<file path="src/rtl/flop_scan_reader_pkg.sv">
// Shared definitions for the flop scan reader: FSM state encoding,
// default snapshot width and the index-width helper.
package flop_scan_reader_pkg;

    // Default number of flop-state bits captured per snapshot.
    localparam int DEFAULT_WIDTH = 64;

    // Width of one transmitted unit.
    localparam int BYTE_W = 8;

    // Reader FSM: IDLE waits for a request, SEND streams the shadow bytes.
    typedef enum logic {
        IDLE = 1'b0,
        SEND = 1'b1
    } state_e;

    // Byte index width: ceil(log2(nbytes)), never narrower than one bit.
    function automatic int idx_width(input int nbytes);
        if (nbytes <= 1) begin
            return 1;
        end
        return $clog2(nbytes);
    endfunction

endpackage : flop_scan_reader_pkg

</file>
<file path="src/rtl/flop_shadow_reg.sv">
// Shadow register holding one captured snapshot of the observed flops.
// Loads only on an explicit enable so bytes in flight never change.
module flop_shadow_reg
    import flop_scan_reader_pkg::*;
#(
    parameter int WIDTH = DEFAULT_WIDTH
) (
    input  logic             clk,
    input  logic             rst,
    input  logic             load_i,
    input  logic [WIDTH-1:0] data_i,
    output logic [WIDTH-1:0] data_o
);

    logic [WIDTH-1:0] data_q;

    // Capture the observed vector on load; clear on reset.
    always_ff @(posedge clk) begin
        if (rst) begin
            data_q <= '0;
        end else if (load_i) begin
            data_q <= data_i;
        end
    end

    assign data_o = data_q;

endmodule : flop_shadow_reg

</file>
<file path="src/rtl/flop_scan_reader.sv">
// Flop scan reader: captures a WIDTH-bit flop-state vector on request and
// streams it out LSB byte first over a valid/ready byte interface.
// Requests that arrive while a snapshot is in flight are dropped and
// recorded in a sticky overrun flag. WIDTH must be a multiple of 8, >= 8.
module flop_scan_reader
    import flop_scan_reader_pkg::*;
#(
    parameter int WIDTH = DEFAULT_WIDTH
) (
    input  logic             clk,
    input  logic             rst,
    input  logic             snap_req,
    input  logic [WIDTH-1:0] snap_data,
    input  logic             tx_ready,
    input  logic             ovf_clr,
    output logic             tx_valid,
    output logic [7:0]       tx_data,
    output logic             tx_last,
    output logic             busy,
    output logic             ovf
);

    // Derived byte count and index geometry.
    localparam int NBYTES = WIDTH / BYTE_W;
    localparam int IDX_W  = idx_width(NBYTES);
    localparam logic [IDX_W-1:0] LAST_IDX = IDX_W'(NBYTES - 1);

    state_e           state_q;
    logic [IDX_W-1:0] idx_q;
    logic             ovf_q;
    logic             ovf_d;

    logic             load_shadow;
    logic             xfer;
    logic             drop_req;
    logic [WIDTH-1:0] shadow;
    logic [7:0]       byte_sel;

    // A new snapshot is only accepted from IDLE; in SEND it is an overrun,
    // including on the edge that transfers the last byte.
    assign load_shadow = (state_q == IDLE) && snap_req;
    assign drop_req    = (state_q == SEND) && snap_req;
    assign xfer        = (state_q == SEND) && tx_ready;

    flop_shadow_reg #(
        .WIDTH (WIDTH)
    ) u_shadow (
        .clk    (clk),
        .rst    (rst),
        .load_i (load_shadow),
        .data_i (snap_data),
        .data_o (shadow)
    );

    // Reader FSM and byte index: index restarts on capture and never wraps.
    always_ff @(posedge clk) begin
        if (rst) begin
            state_q <= IDLE;
            idx_q   <= '0;
        end else begin
            unique case (state_q)
                IDLE: begin
                    if (snap_req) begin
                        state_q <= SEND;
                        idx_q   <= '0;
                    end
                end
                SEND: begin
                    if (xfer) begin
                        if (idx_q == LAST_IDX) begin
                            state_q <= IDLE;
                            idx_q   <= '0;
                        end else begin
                            idx_q <= idx_q + IDX_W'(1);
                        end
                    end
                end
                default: begin
                    state_q <= IDLE;
                    idx_q   <= '0;
                end
            endcase
        end
    end

    // Sticky overrun: a dropped request sets it and beats a same-edge clear.
    always_comb begin
        ovf_d = ovf_q;
        if (drop_req) begin
            ovf_d = 1'b1;
        end else if (ovf_clr) begin
            ovf_d = 1'b0;
        end
    end

    // Overrun flag register.
    always_ff @(posedge clk) begin
        if (rst) begin
            ovf_q <= 1'b0;
        end else begin
            ovf_q <= ovf_d;
        end
    end

    // Select the shadow byte addressed by the current index.
    always_comb begin
        byte_sel = 8'h00;
        for (int b = 0; b < NBYTES; b++) begin
            if (idx_q == IDX_W'(b)) begin
                byte_sel = shadow[BYTE_W*b +: BYTE_W];
            end
        end
    end

    // Outputs decode registered state only; data is zeroed outside SEND.
    assign busy     = (state_q == SEND);
    assign tx_valid = busy;
    assign tx_data  = busy ? byte_sel : 8'h00;
    assign tx_last  = busy && (idx_q == LAST_IDX);
    assign ovf      = ovf_q;

endmodule : flop_scan_reader

</file>
<file path="config.mk">
export PLATFORM = sky130hd
export DESIGN_NAME = flop_scan_reader
export DESIGN_NICKNAME = d
export VERILOG_FILES = /design/src/rtl/flop_scan_reader_pkg.sv /design/src/rtl/flop_shadow_reg.sv /design/src/rtl/flop_scan_reader.sv
export SDC_FILE = /design/constraint.sdc
export NUM_CORES = 1
export LEC_CHECK = 0
export ABC_AREA = 0
export CAP_MARGIN = 20
export CORE_ASPECT_RATIO = 0.6
export CORE_UTILIZATION = 50
export CTS_BUF_LIST = sky130_fd_sc_hd__clkbuf_8
export CTS_CLUSTER_SIZE = 30
export DETAILED_ROUTE_END_ITERATION = 16
export PLACE_DENSITY = 0.91
export SETUP_SLACK_MARGIN = 0.15
export SLEW_MARGIN = 10
export SYNTH_ARGS = -nofsm -noshare
export SYNTH_HDL_FRONTEND = slang
export SYNTH_SLANG_ARGS = --single-unit
</file>
<file path="constraint.sdc">
create_clock -name clk -period 3.13 [get_ports clk]
set_clock_uncertainty 0.1 [all_clocks]
set_input_delay 0.939 -clock clk [delete_from_list [all_inputs] [get_ports clk]]
set_output_delay 0.939 -clock clk [all_outputs]
set_load 0.005 [all_outputs]
</file>
Yosys cells after proc, flatten, opt, wreduce, memory -nomap -nowiden --
Index checks and enable logic that the tools add are counted.
Word-level totals: input port bits 69, output and inout port bits 12, word-level logic and storage cells 41, register bits 69
Operators by class: mux-type cells 19, bitwise logic cells 1, add/subtract/negate cells 1, equality and inequality tests 9, reductions and logical operators 7
Operator list (number):
- $mux 8 | 9
- $eq 3x3->1 const B | 4
- $mux 3 | 3
- $eq 3x2->1 const B | 2
- $pmux 3 s2 | 1
- $mux 1 | 5
- $logic_and 1x1->1 | 4
- $add 3x1->3 const B | 1
- $eq 3x1->1 const B | 1
- $logic_not 3->1 | 1
- $ne 2x1->1 const B | 1
- $ne 2x2->1 const B | 1
- $pmux 1 s2 | 1
- $reduce_and 2->1 | 1
- $reduce_bool 2->1 | 1
- $not 1->1 | 1

Logic depth before layout (Yosys ltp) --
Gate-level depths: netlist of run 1.
depth in word-level cells 10, depth in mapped cells 9

Hierarchy --
A second synthesis of run 1 with hierarchy kept.
Second synthesis, totals: cells, all modules 337, area, all modules 3223.1 µm²
By module, submodules not included:
- flop_shadow_reg | cells an instance 206, instances 1, area each 2290.9 µm², sequential area each 1281.2 µm²
- flop_scan_reader | cells an instance 131, instances 1, area each 932.1 µm², sequential area each 100.1 µm²

Worst setup path after synthesis of run 1 --
Ideal clock, no wire load.
kind reg-to-output, start register idx_q[0], end output tx_data[5], buffers on the path 2, arrival 1.621 ns, cell stages (with the launch flop) 9, setup slack 0.470 ns, required time 2.091 ns, cells stage by stage dfxtp_1 -> inv_1 -> ha_1 -> nor2b_2 -> buf_6 -> buf_6 -> a221o_1 -> a311oi_2 -> nor3_1
On the way: word-level cells in the longest chain between the ends 10, elaborated cells between the ends (all ways) 17, classes of those cells 7 x eq/ne; 9 x mux; 1 x reduce/logical
Ends and longest elaborated chain:
- from (decl) | line flop_scan_reader.sv:29 | logic [IDX_W-1:0] idx_q;
- from (signal assigned) | line flop_scan_reader.sv:74 | idx_q <= idx_q + IDX_W'(1);
- $logic_not 3->1 | line flop_scan_reader.sv:109 | if (idx_q == IDX_W'(b)) begin
- $mux 8 (7 in a row) | line flop_scan_reader.sv:109
- $mux 8 (*) | line flop_scan_reader.sv:109
- $mux 8 (*) | line flop_scan_reader.sv:118 | assign tx_data = busy ? byte_sel : 8'h00;
- to (decl) | line flop_scan_reader.sv:17 | output logic [7:0] tx_data,
Mark *: on every way between the ends. The rest lies on a longest branch, timed or not.

Worst setup path after layout of run 1 --
start register idx_q[0], end output tx_data[6]
Same word-level chain as after synthesis.

==> results of run 1 <==
-- cell usage in the layout (no fill, tap or decap), drive strengths merged --
master	Yosys	routed
a211oi	8	8
a21oi	67	67
a221o	8	8
a221oi	8	8
a22o	8	8
a311oi	9	9
a32oi	1	1
and2	2	2
buf	20	44
bufinv	0	3
clkbuf	14	10
clkdlybuf4s50	0	71
clkinv	0	1
dfxtp	69	69
ha	6	6
inv	20	22
mux2i	1	1
nand2	132	132
nand2b	10	10
nor2	6	6
nor2b	2	3
nor3	9	9
o21ai	9	9
-- flip-flops by register name, indices dropped and copies added (netlist names) --
signal           cells
busy                 1
idx_q                3
ovf                  1
u_shadow.data_o     64
-- stage by stage --
| step | instance area, µm² | std cells | setup WS [ns] |
|---|---|---|---|
| 3_5_place_dp | 4030 | 556 | -0.0586 |
| 5_1_grt | 4730 | 587 | -0.194 |
| 3_3_place_gp | 4030 | 556 | 0.00102 |
| 4_1_cts | 4630 | 581 | 0.125 |
| 2_1_floorplan | 3110 | 409 | 0.470 |
| 6_report | 4730 | 587 | -0.161 |
-- cell type report --
class | instances | share of cell area, %
Clock buffer | 10 | 2.91
Inverter | 20 | 1.69
Multi-Input combinational cell | 287 | 37.4
Clock inverter | 6 | 2.46
Sequential cell | 69 | 29.3
Timing Repair Buffer | 115 | 24.1
Tap cell | 80 | 2.12
-- worst max-delay path by stage --
| stage | startpoint | end | slack, ns | cells past startpoint |
|---|---|---|---|---|
| finish | idx_q[0] | tx_data[6] | -0.16 | 8 |
| global route | idx_q[0] | tx_data[6] | -0.19 | 8 |
| CTS | idx_q[0] | tx_data[0] | 0.13 | 8 |
| detailed placement | idx_q[0] | tx_data[6] | -0.06 | 8 |
| global placement | idx_q[1] | tx_data[0] | 0.001 | 7 |
| floorplan | idx_q[0] | tx_data[5] | 0.47 | 8 |
-- power by group --
group | leakage [nW] | total, mW | switching, mW | internal, mW
Clock | 0.127 | 0.923 | 0.365 | 0.558
Combinational | 1.07 | 0.351 | 0.175 | 0.176
Sequential | 0.568 | 0.974 | 0.0473 | 0.926
Total | 1.76 | 2.25 | 0.587 | 1.66
-- worst max-delay path: stages (launching register included) --
cell and delay [ns]:
sky130_fd_sc_hd__dfxtp_4 0.37, sky130_fd_sc_hd__buf_6 0.13, sky130_fd_sc_hd__ha_4 0.17, sky130_fd_sc_hd__ha_4 0.18, sky130_fd_sc_hd__buf_6 0.14, sky130_fd_sc_hd__a22o_1 0.27
sky130_fd_sc_hd__a311oi_4 0.36, sky130_fd_sc_hd__nor3_2 0.10, sky130_fd_sc_hd__buf_2 0.17
-- cells by family (layout without fill, tap and decap cells) --
| kind of cell | count (synthesis) | after routing | share of synthesized area, % |
|---|---|---|---|
| flops | 69 | 69 | 44.4 |
| buf+inv | 54 | 151 | 7.57 |
| simple gates | 161 | 162 | 21.0 |
| fa+ha+maj | 6 | 6 | 2.41 |
| compound gates | 118 | 118 | 24.3 |
| mux | 1 | 1 | 0.322 |
-- layer usage --
metal	routed length (µm)	global-route usage [%]	vias to the layer above
met5	0	0	-
met4	882	15.4	0
met3	1890	13.8	112
met2	5270	56.8	383
met1	4700	44.8	1665
li1	-	-	1572
-- timing repair --
action,in CTS,in global routing
gates resized for setup,95,10
endpoints found under the setup margin,9,8
cloned,2,0
pin swaps,25,4
buffers inserted,7,6
==> impl_metrics.xml, run 1 <==
<?xml version="1.0" encoding="UTF-8"?>
<metrics>
  <group name="setup_path">
    <metric name="cp.arrival" unit="ns">2.25</metric>
    <metric name="critical_path_endpoint_category" unit="">output pin</metric>
    <metric name="worstSetupPathType" unit="">reg -&gt; out</metric>
    <metric name="r2r-end" unit="">u_shadow.data_o[18]</metric>
    <metric name="cp_max_fo" unit="">8</metric>
    <metric name="rr_worst_depth" unit="">5</metric>
    <metric name="reg2reg_setup_slack" unit="ns">1.05</metric>
    <metric name="crit_required" unit="ns">2.09</metric>
    <metric name="rr_startpoint" unit="">busy</metric>
    <metric name="critPathLaunchType" unit="">flop</metric>
  </group>
  <group name="timing">
    <metric name="worst_hold_margin" unit="ns">0.361</metric>
    <metric name="finalCriticalPeriod" unit="ns">3.29</metric>
    <metric name="report.final.setup_viol" unit="">4</metric>
    <metric name="rsz0062_at_grt" unit="">true</metric>
    <metric name="max_freq" unit="GHz">0.304</metric>
    <metric name="final_max_slew_viol_count" unit="">0</metric>
    <metric name="worst_pin_slew" unit="ns">0.585</metric>
    <metric name="hold_viol" unit="">0</metric>
    <metric name="timing.slew.headroom" unit="%">61.0</metric>
    <metric name="slack_of_the_critical_path" unit="ns">-0.161</metric>
    <metric name="final.period_utilization" unit="%">105</metric>
    <metric name="fin_tns_setup" unit="ns">-0.244</metric>
  </group>
  <group name="cts">
    <metric name="total_clock_buffers_created_by_cts" unit="">9</metric>
    <metric name="clock_tree_from_tritoncts" unit="">yes</metric>
    <metric name="cts.hold.buffers_added" unit="">0</metric>
    <metric name="htree_num_levels" unit="">3</metric>
    <metric name="root_buf_cell" unit="">sky130_fd_sc_hd__clkbuf_8</metric>
    <metric name="clock_insertion_delay_worst_skew" unit="ns">0.36</metric>
    <metric name="clock_tree.buffer_depth" unit="">2</metric>
    <metric name="cts_sinks" unit="">69</metric>
    <metric name="cts.reportedPaths.clkPinSlew" unit="ns">0.08</metric>
  </group>
  <group name="grt">
    <metric name="number_of_antenna_violations_at_the_first_check_in_global_routing" unit="">0</metric>
    <metric name="gr-usage-all-layers" unit="%">36.3</metric>
    <metric name="grt_max_degree" unit="">42</metric>
    <metric name="gr-total-overflow" unit="">0</metric>
    <metric name="grt_pass1_wl" unit="mm">18.0</metric>
    <metric name="first_global_vias" unit="">3362</metric>
  </group>
  <group name="finish">
    <metric name="area_growth_syn_to_layout" unit="%">52.2</metric>
    <metric name="regArea" unit="µm²">1390</metric>
    <metric name="insertedDiodeCount" unit="">0</metric>
    <metric name="utilization" unit="%">81.9</metric>
    <metric name="filler_cell_count" unit="">339</metric>
    <metric name="nets" unit="">577</metric>
    <metric name="layout-drive-gt1-share" unit="%">20.9</metric>
    <metric name="combined_area_of_the_multi_input_logic_cells" unit="µm²">1770</metric>
  </group>
  <group name="power">
    <metric name="p_per_area" unit="nW/µm²">475</metric>
    <metric name="report.power.total" unit="mW">2.25</metric>
    <metric name="irDropWorstVdd" unit="mV">0.312</metric>
    <metric name="leakage" unit="nW">1.76</metric>
  </group>
  <group name="floorplanning">
    <metric name="initial_utilization" unit="%">53.8</metric>
    <metric name="core.rowCount" unit="">21</metric>
    <metric name="design.die.area" unit="µm²">6550</metric>
    <metric name="floorplan.io_pins" unit="">81</metric>
    <metric name="die_height" unit="µm">63.1</metric>
    <metric name="die_x_extent" unit="µm">104</metric>
    <metric name="area_inside_the_core_boundary" unit="µm²">5780</metric>
  </group>
  <group name="yosys">
    <metric name="syn_area_per_cell" unit="µm²">7.60</metric>
    <metric name="syn-cell-area" unit="µm²">3110</metric>
    <metric name="post_synth_num_cell_types" unit="">25</metric>
    <metric name="synth_most_common_cell" unit="">sky130_fd_sc_hd__nand2_1</metric>
    <metric name="synthFlopType" unit="">sky130_fd_sc_hd__dfxtp_1</metric>
    <metric name="synth-seq-cells" unit="">69</metric>
    <metric name="synth_top_area_share" unit="%">44.4</metric>
    <metric name="synth_area_leader_cell" unit="">sky130_fd_sc_hd__dfxtp_1</metric>
    <metric name="seq_area_frac_synth" unit="%">44.4</metric>
    <metric name="synth.top_cells.by_count" unit="">sky130_fd_sc_hd__nand2_1, sky130_fd_sc_hd__dfxtp_1, sky130_fd_sc_hd__a21oi_1</metric>
    <metric name="cell_count_after_synthesis" unit="">409</metric>
    <metric name="post_synth_main_area_contributors" unit="">sky130_fd_sc_hd__dfxtp_1, sky130_fd_sc_hd__nand2_1, sky130_fd_sc_hd__a21oi_1</metric>
    <metric name="synth_enable_flop_cells" unit="">0</metric>
    <metric name="fraction_of_synthesis_flops_using_an_asynchronous_set_or_reset_pin" unit="%">0</metric>
    <metric name="postSynthNetCount" unit="">484</metric>
    <metric name="yosysWarnings" unit="">0</metric>
  </group>
  <group name="run_status">
    <metric name="run_status" unit="">complete, but fails checks</metric>
    <metric name="failed_checks" unit="">setup timing</metric>
  </group>
  <group name="route">
    <metric name="route.detailed.vias_per_inst" unit="">6.36</metric>
    <metric name="via_count" unit="">3732</metric>
    <metric name="detail_route.wl_per_cell" unit="µm">21.7</metric>
    <metric name="detail-route-antenna-nets" unit="">0</metric>
    <metric name="drt_first_pass_iters" unit="">9</metric>
    <metric name="drt-initial-drc-count" unit="">453</metric>
    <metric name="detail_route.wirelength" unit="mm">12.7</metric>
    <metric name="drc_errors" unit="">0</metric>
  </group>
  <group name="min_path">
    <metric name="worstHoldPathType" unit="">reg -&gt; reg</metric>
    <metric name="timing.hold.worst_path_depth" unit="">2</metric>
    <metric name="hold_path_end" unit="">u_shadow.data_o[47]</metric>
    <metric name="hold_path.startpoint" unit="">u_shadow.data_o[47]</metric>
  </group>
  <group name="run">
    <metric name="max-cap-violations" unit="">0</metric>
  </group>
  <group name="placement">
    <metric name="place.detailed.hpwl" unit="mm">6.68</metric>
    <metric name="io_buffers" unit="">80</metric>
    <metric name="gp_congestion" unit="">0.923</metric>
  </group>
</metrics>
No activity file was read; power rests on OpenSTA's default activity.
==> inputs of run 2 (changes only) <==
- CORE_UTILIZATION: 50 -> 51
- CTS_CLUSTER_SIZE: 30 -> unset
- PLACE_DENSITY: 0.91 -> 0.92
- SYNTH_HIERARCHICAL: unset -> 1
==> impl_metrics.xml, run 2 <==
<?xml version="1.0" encoding="UTF-8"?>
<metrics>
  <group name="timing">
    <metric name="rsz0062_at_grt" unit="">true</metric>
    <metric name="max_freq" unit="GHz">0.301</metric>
    <metric name="report.final.setup_viol" unit="">8</metric>
    <metric name="slack_of_the_critical_path" unit="ns">-0.192</metric>
    <metric name="worst_pin_slew" unit="ns">0.674</metric>
    <metric name="hold_viol" unit="">0</metric>
    <metric name="final_max_slew_viol_count" unit="">0</metric>
    <metric name="timing.slew.headroom" unit="%">55.0</metric>
    <metric name="finalCriticalPeriod" unit="ns">3.32</metric>
    <metric name="final.period_utilization" unit="%">106</metric>
  </group>
  <group name="run_status">
    <metric name="run_status" unit="">complete, but fails checks</metric>
    <metric name="failed_checks" unit="">setup timing</metric>
  </group>
  <group name="yosys">
    <metric name="syn-cell-area" unit="µm²">3220</metric>
    <metric name="synth_enable_flop_cells" unit="">0</metric>
    <metric name="synth_area_leader_cell" unit="">sky130_fd_sc_hd__dfxtp_1</metric>
    <metric name="fraction_of_synthesis_flops_using_an_asynchronous_set_or_reset_pin" unit="%">0</metric>
    <metric name="syn_area_per_cell" unit="µm²">9.56</metric>
    <metric name="yosysWarnings" unit="">6</metric>
    <metric name="cell_count_after_synthesis" unit="">337</metric>
    <metric name="synth.top_cells.by_count" unit="">sky130_fd_sc_hd__nor2_1, sky130_fd_sc_hd__dfxtp_1, sky130_fd_sc_hd__mux2i_1</metric>
    <metric name="synth-seq-cells" unit="">69</metric>
    <metric name="post_synth_num_cell_types" unit="">27</metric>
    <metric name="postSynthNetCount" unit="">412</metric>
    <metric name="synth_most_common_cell" unit="">sky130_fd_sc_hd__nor2_1</metric>
    <metric name="seq_area_frac_synth" unit="%">42.9</metric>
    <metric name="synth_top_area_share" unit="%">42.9</metric>
    <metric name="synthFlopType" unit="">sky130_fd_sc_hd__dfxtp_1</metric>
    <metric name="post_synth_main_area_contributors" unit="">sky130_fd_sc_hd__dfxtp_1, sky130_fd_sc_hd__mux2i_1, sky130_fd_sc_hd__nor2_1</metric>
  </group>
  <group name="floorplanning">
    <metric name="core.rowCount" unit="">22</metric>
    <metric name="die_height" unit="µm">63.6</metric>
    <metric name="area_inside_the_core_boundary" unit="µm²">6110</metric>
    <metric name="floorplan.io_pins" unit="">81</metric>
    <metric name="die_x_extent" unit="µm">105</metric>
    <metric name="design.die.area" unit="µm²">6650</metric>
    <metric name="initial_utilization" unit="%">52.7</metric>
  </group>
  <group name="min_path">
    <metric name="worstHoldPathType" unit="">reg -&gt; reg</metric>
    <metric name="hold_path_end" unit="">ovf</metric>
    <metric name="hold_path.startpoint" unit="">ovf</metric>
    <metric name="timing.hold.worst_path_depth" unit="">2</metric>
  </group>
  <group name="setup_path">
    <metric name="r2r-end" unit="">u_shadow/data_o[35]</metric>
    <metric name="cp_max_fo" unit="">6</metric>
    <metric name="cp.arrival" unit="ns">2.28</metric>
    <metric name="critPathLaunchType" unit="">flop</metric>
    <metric name="worstSetupPathType" unit="">reg -&gt; out</metric>
    <metric name="reg2reg_setup_slack" unit="ns">1.31</metric>
    <metric name="timing.critical_path.from" unit="">idx_q[0]</metric>
    <metric name="rr_worst_depth" unit="">5</metric>
    <metric name="crit_required" unit="ns">2.09</metric>
    <metric name="critical_path_endpoint_category" unit="">output pin</metric>
    <metric name="rr_startpoint" unit="">busy</metric>
  </group>
  <group name="placement">
    <metric name="pre_cts_ws" unit="ns">-0.0847</metric>
    <metric name="post-place-cells" unit="">487</metric>
    <metric name="place.detailed.hpwl" unit="mm">6.30</metric>
    <metric name="gp_congestion" unit="">1.01</metric>
    <metric name="io_buffers" unit="">80</metric>
  </group>
  <group name="finish">
    <metric name="layout.cells.most_common_list" unit="">sky130_fd_sc_hd__nor2_1, sky130_fd_sc_hd__clkdlybuf4s50_1, sky130_fd_sc_hd__dfxtp_1, sky130_fd_sc_hd__mux2i_1, sky130_fd_sc_hd__inv_1</metric>
    <metric name="layout.cells.non_filler" unit="">517</metric>
    <metric name="layout-drive-gt1-share" unit="%">20.3</metric>
    <metric name="utilization" unit="%">74.4</metric>
    <metric name="insertedDiodeCount" unit="">0</metric>
    <metric name="nets" unit="">503</metric>
    <metric name="area_growth_syn_to_layout" unit="%">41.1</metric>
    <metric name="filler_cell_count" unit="">406</metric>
    <metric name="largest_reg_flops" unit="">64</metric>
  </group>
  <group name="grt">
    <metric name="gr-total-overflow" unit="">0</metric>
    <metric name="grt_pass1_wl" unit="mm">15.2</metric>
    <metric name="first_global_vias" unit="">2902</metric>
    <metric name="gr-usage-all-layers" unit="%">30.9</metric>
    <metric name="number_of_antenna_violations_at_the_first_check_in_global_routing" unit="">0</metric>
    <metric name="grt_max_degree" unit="">38</metric>
  </group>
  <group name="power">
    <metric name="leakage" unit="nW">1.82</metric>
    <metric name="p_per_area" unit="nW/µm²">424</metric>
    <metric name="irDropWorstVdd" unit="mV">0.346</metric>
  </group>
  <group name="cts">
    <metric name="root_buf_cell" unit="">sky130_fd_sc_hd__clkbuf_8</metric>
    <metric name="clock_insertion_delay_worst_skew" unit="ns">0.35</metric>
    <metric name="cts.reportedPaths.clkPinSlew" unit="ns">0.07</metric>
    <metric name="htree_num_levels" unit="">3</metric>
    <metric name="cts.hold.buffers_added" unit="">0</metric>
    <metric name="cts_sinks" unit="">69</metric>
    <metric name="clock_tree_from_tritoncts" unit="">yes</metric>
    <metric name="total_clock_buffers_created_by_cts" unit="">9</metric>
    <metric name="clock_tree.buffer_depth" unit="">2</metric>
  </group>
  <group name="route">
    <metric name="detail-route-antenna-nets" unit="">0</metric>
    <metric name="detail_route.wl_per_cell" unit="µm">21.4</metric>
    <metric name="drt-initial-drc-count" unit="">473</metric>
    <metric name="detail_route.wirelength" unit="mm">11.1</metric>
    <metric name="via_count" unit="">3146</metric>
    <metric name="drc_errors" unit="">0</metric>
    <metric name="route.detailed.vias_per_inst" unit="">6.09</metric>
    <metric name="drt_first_pass_iters" unit="">7</metric>
  </group>
  <group name="run">
    <metric name="max-cap-violations" unit="">0</metric>
  </group>
</metrics>
## run 2: changes by cell type after synthesis, sizes merged
cell    delta
nand2b     -1
nor2      +65
a221o      -1
a21oi     -63
o21ai      +1
inv        -1
mux2i     +64
clkbuf     -9
nand2    -127
## run 2: kinds of logic after synthesis
family	count (synthesis)	synth area share, %
AO/OA/AOI/OAI	55	13.4
buffers and inverters	44	8.27
flip-flops	69	42.9
AND/OR/NAND/NOR	98	13.0
multiplexers	65	20.2
adder cells (fa/ha/maj)	6	2.33
## run 2: where the power goes
group / total (mW) / switching [mW] / internal, mW / leakage [nW]
Sequential: 0.976 / 0.0457 / 0.930 / 0.569
Clock: 0.591 / 0.321 / 0.270 / 0.0992
Combinational: 0.362 / 0.164 / 0.198 / 1.15
Total: 1.93 / 0.531 / 1.40 / 1.82
## run 2: what timing repair did
item	CTS	global route
pin swaps	25	8
resized for setup	76	11
gates cloned	2	0
buffers inserted	12	0
endpoints found under the setup margin	8	9
## run 2: worst max path at each step
stage / end / depth (start not counted)
3_3_place_gp: tx_data[2] / 7
4_1_cts: tx_data[5] / 8
5_1_grt: tx_data[0] / 9
3_5_place_dp: tx_data[2] / 7
2_1_floorplan: tx_data[6] / 6
6_report: tx_data[0] / 9
## run 2: final cells by class
type	instances	area (µm²)	share of cell area [%]
flip-flops and latches	69	1390	30.5
clock buffers	9	124	2.72
well taps	84	105	2.31
inverters	19	73.8	1.62
repair buffers	104	1020	22.4
clock inverters	7	28.8	0.633
multi-input cells	225	1810	39.8
## run 2: worst max-delay path, stage by stage (launching register included)
cell and delay [ns]:
sky130_fd_sc_hd__dfxtp_4 0.39, sky130_fd_sc_hd__inv_4 0.06, sky130_fd_sc_hd__ha_4 0.17, sky130_fd_sc_hd__buf_6 0.13, sky130_fd_sc_hd__o21ai_2 0.30, sky130_fd_sc_hd__nand2_4 0.16, sky130_fd_sc_hd__buf_4 0.18, sky130_fd_sc_hd__a311oi_2 0.28
sky130_fd_sc_hd__nor3_1 0.12, sky130_fd_sc_hd__buf_2 0.15
## run 2: stage by stage
stage | setup TNS, ns | hold WS [ns] | area [µm²] | power [mW]
after floorplan | 0 | 0.351 | 3220 | 1.16
after global placement | 0 | 0.355 | 4060 | 1.29
after detailed placement | -0.265 | 0.378 | 4060 | 1.29
after CTS | 0 | 0.388 | 4490 | 1.89
after global routing | -1.11 | 0.408 | 4550 | 1.99
final | -0.910 | 0.381 | 4550 | 1.93
## run 2: layer usage
metal	track usage [%]	part of all wire, %
met4	11.3	5.2
met1	39.3	40
met3	13.7	12
met2	46.1	43
met5	0	0
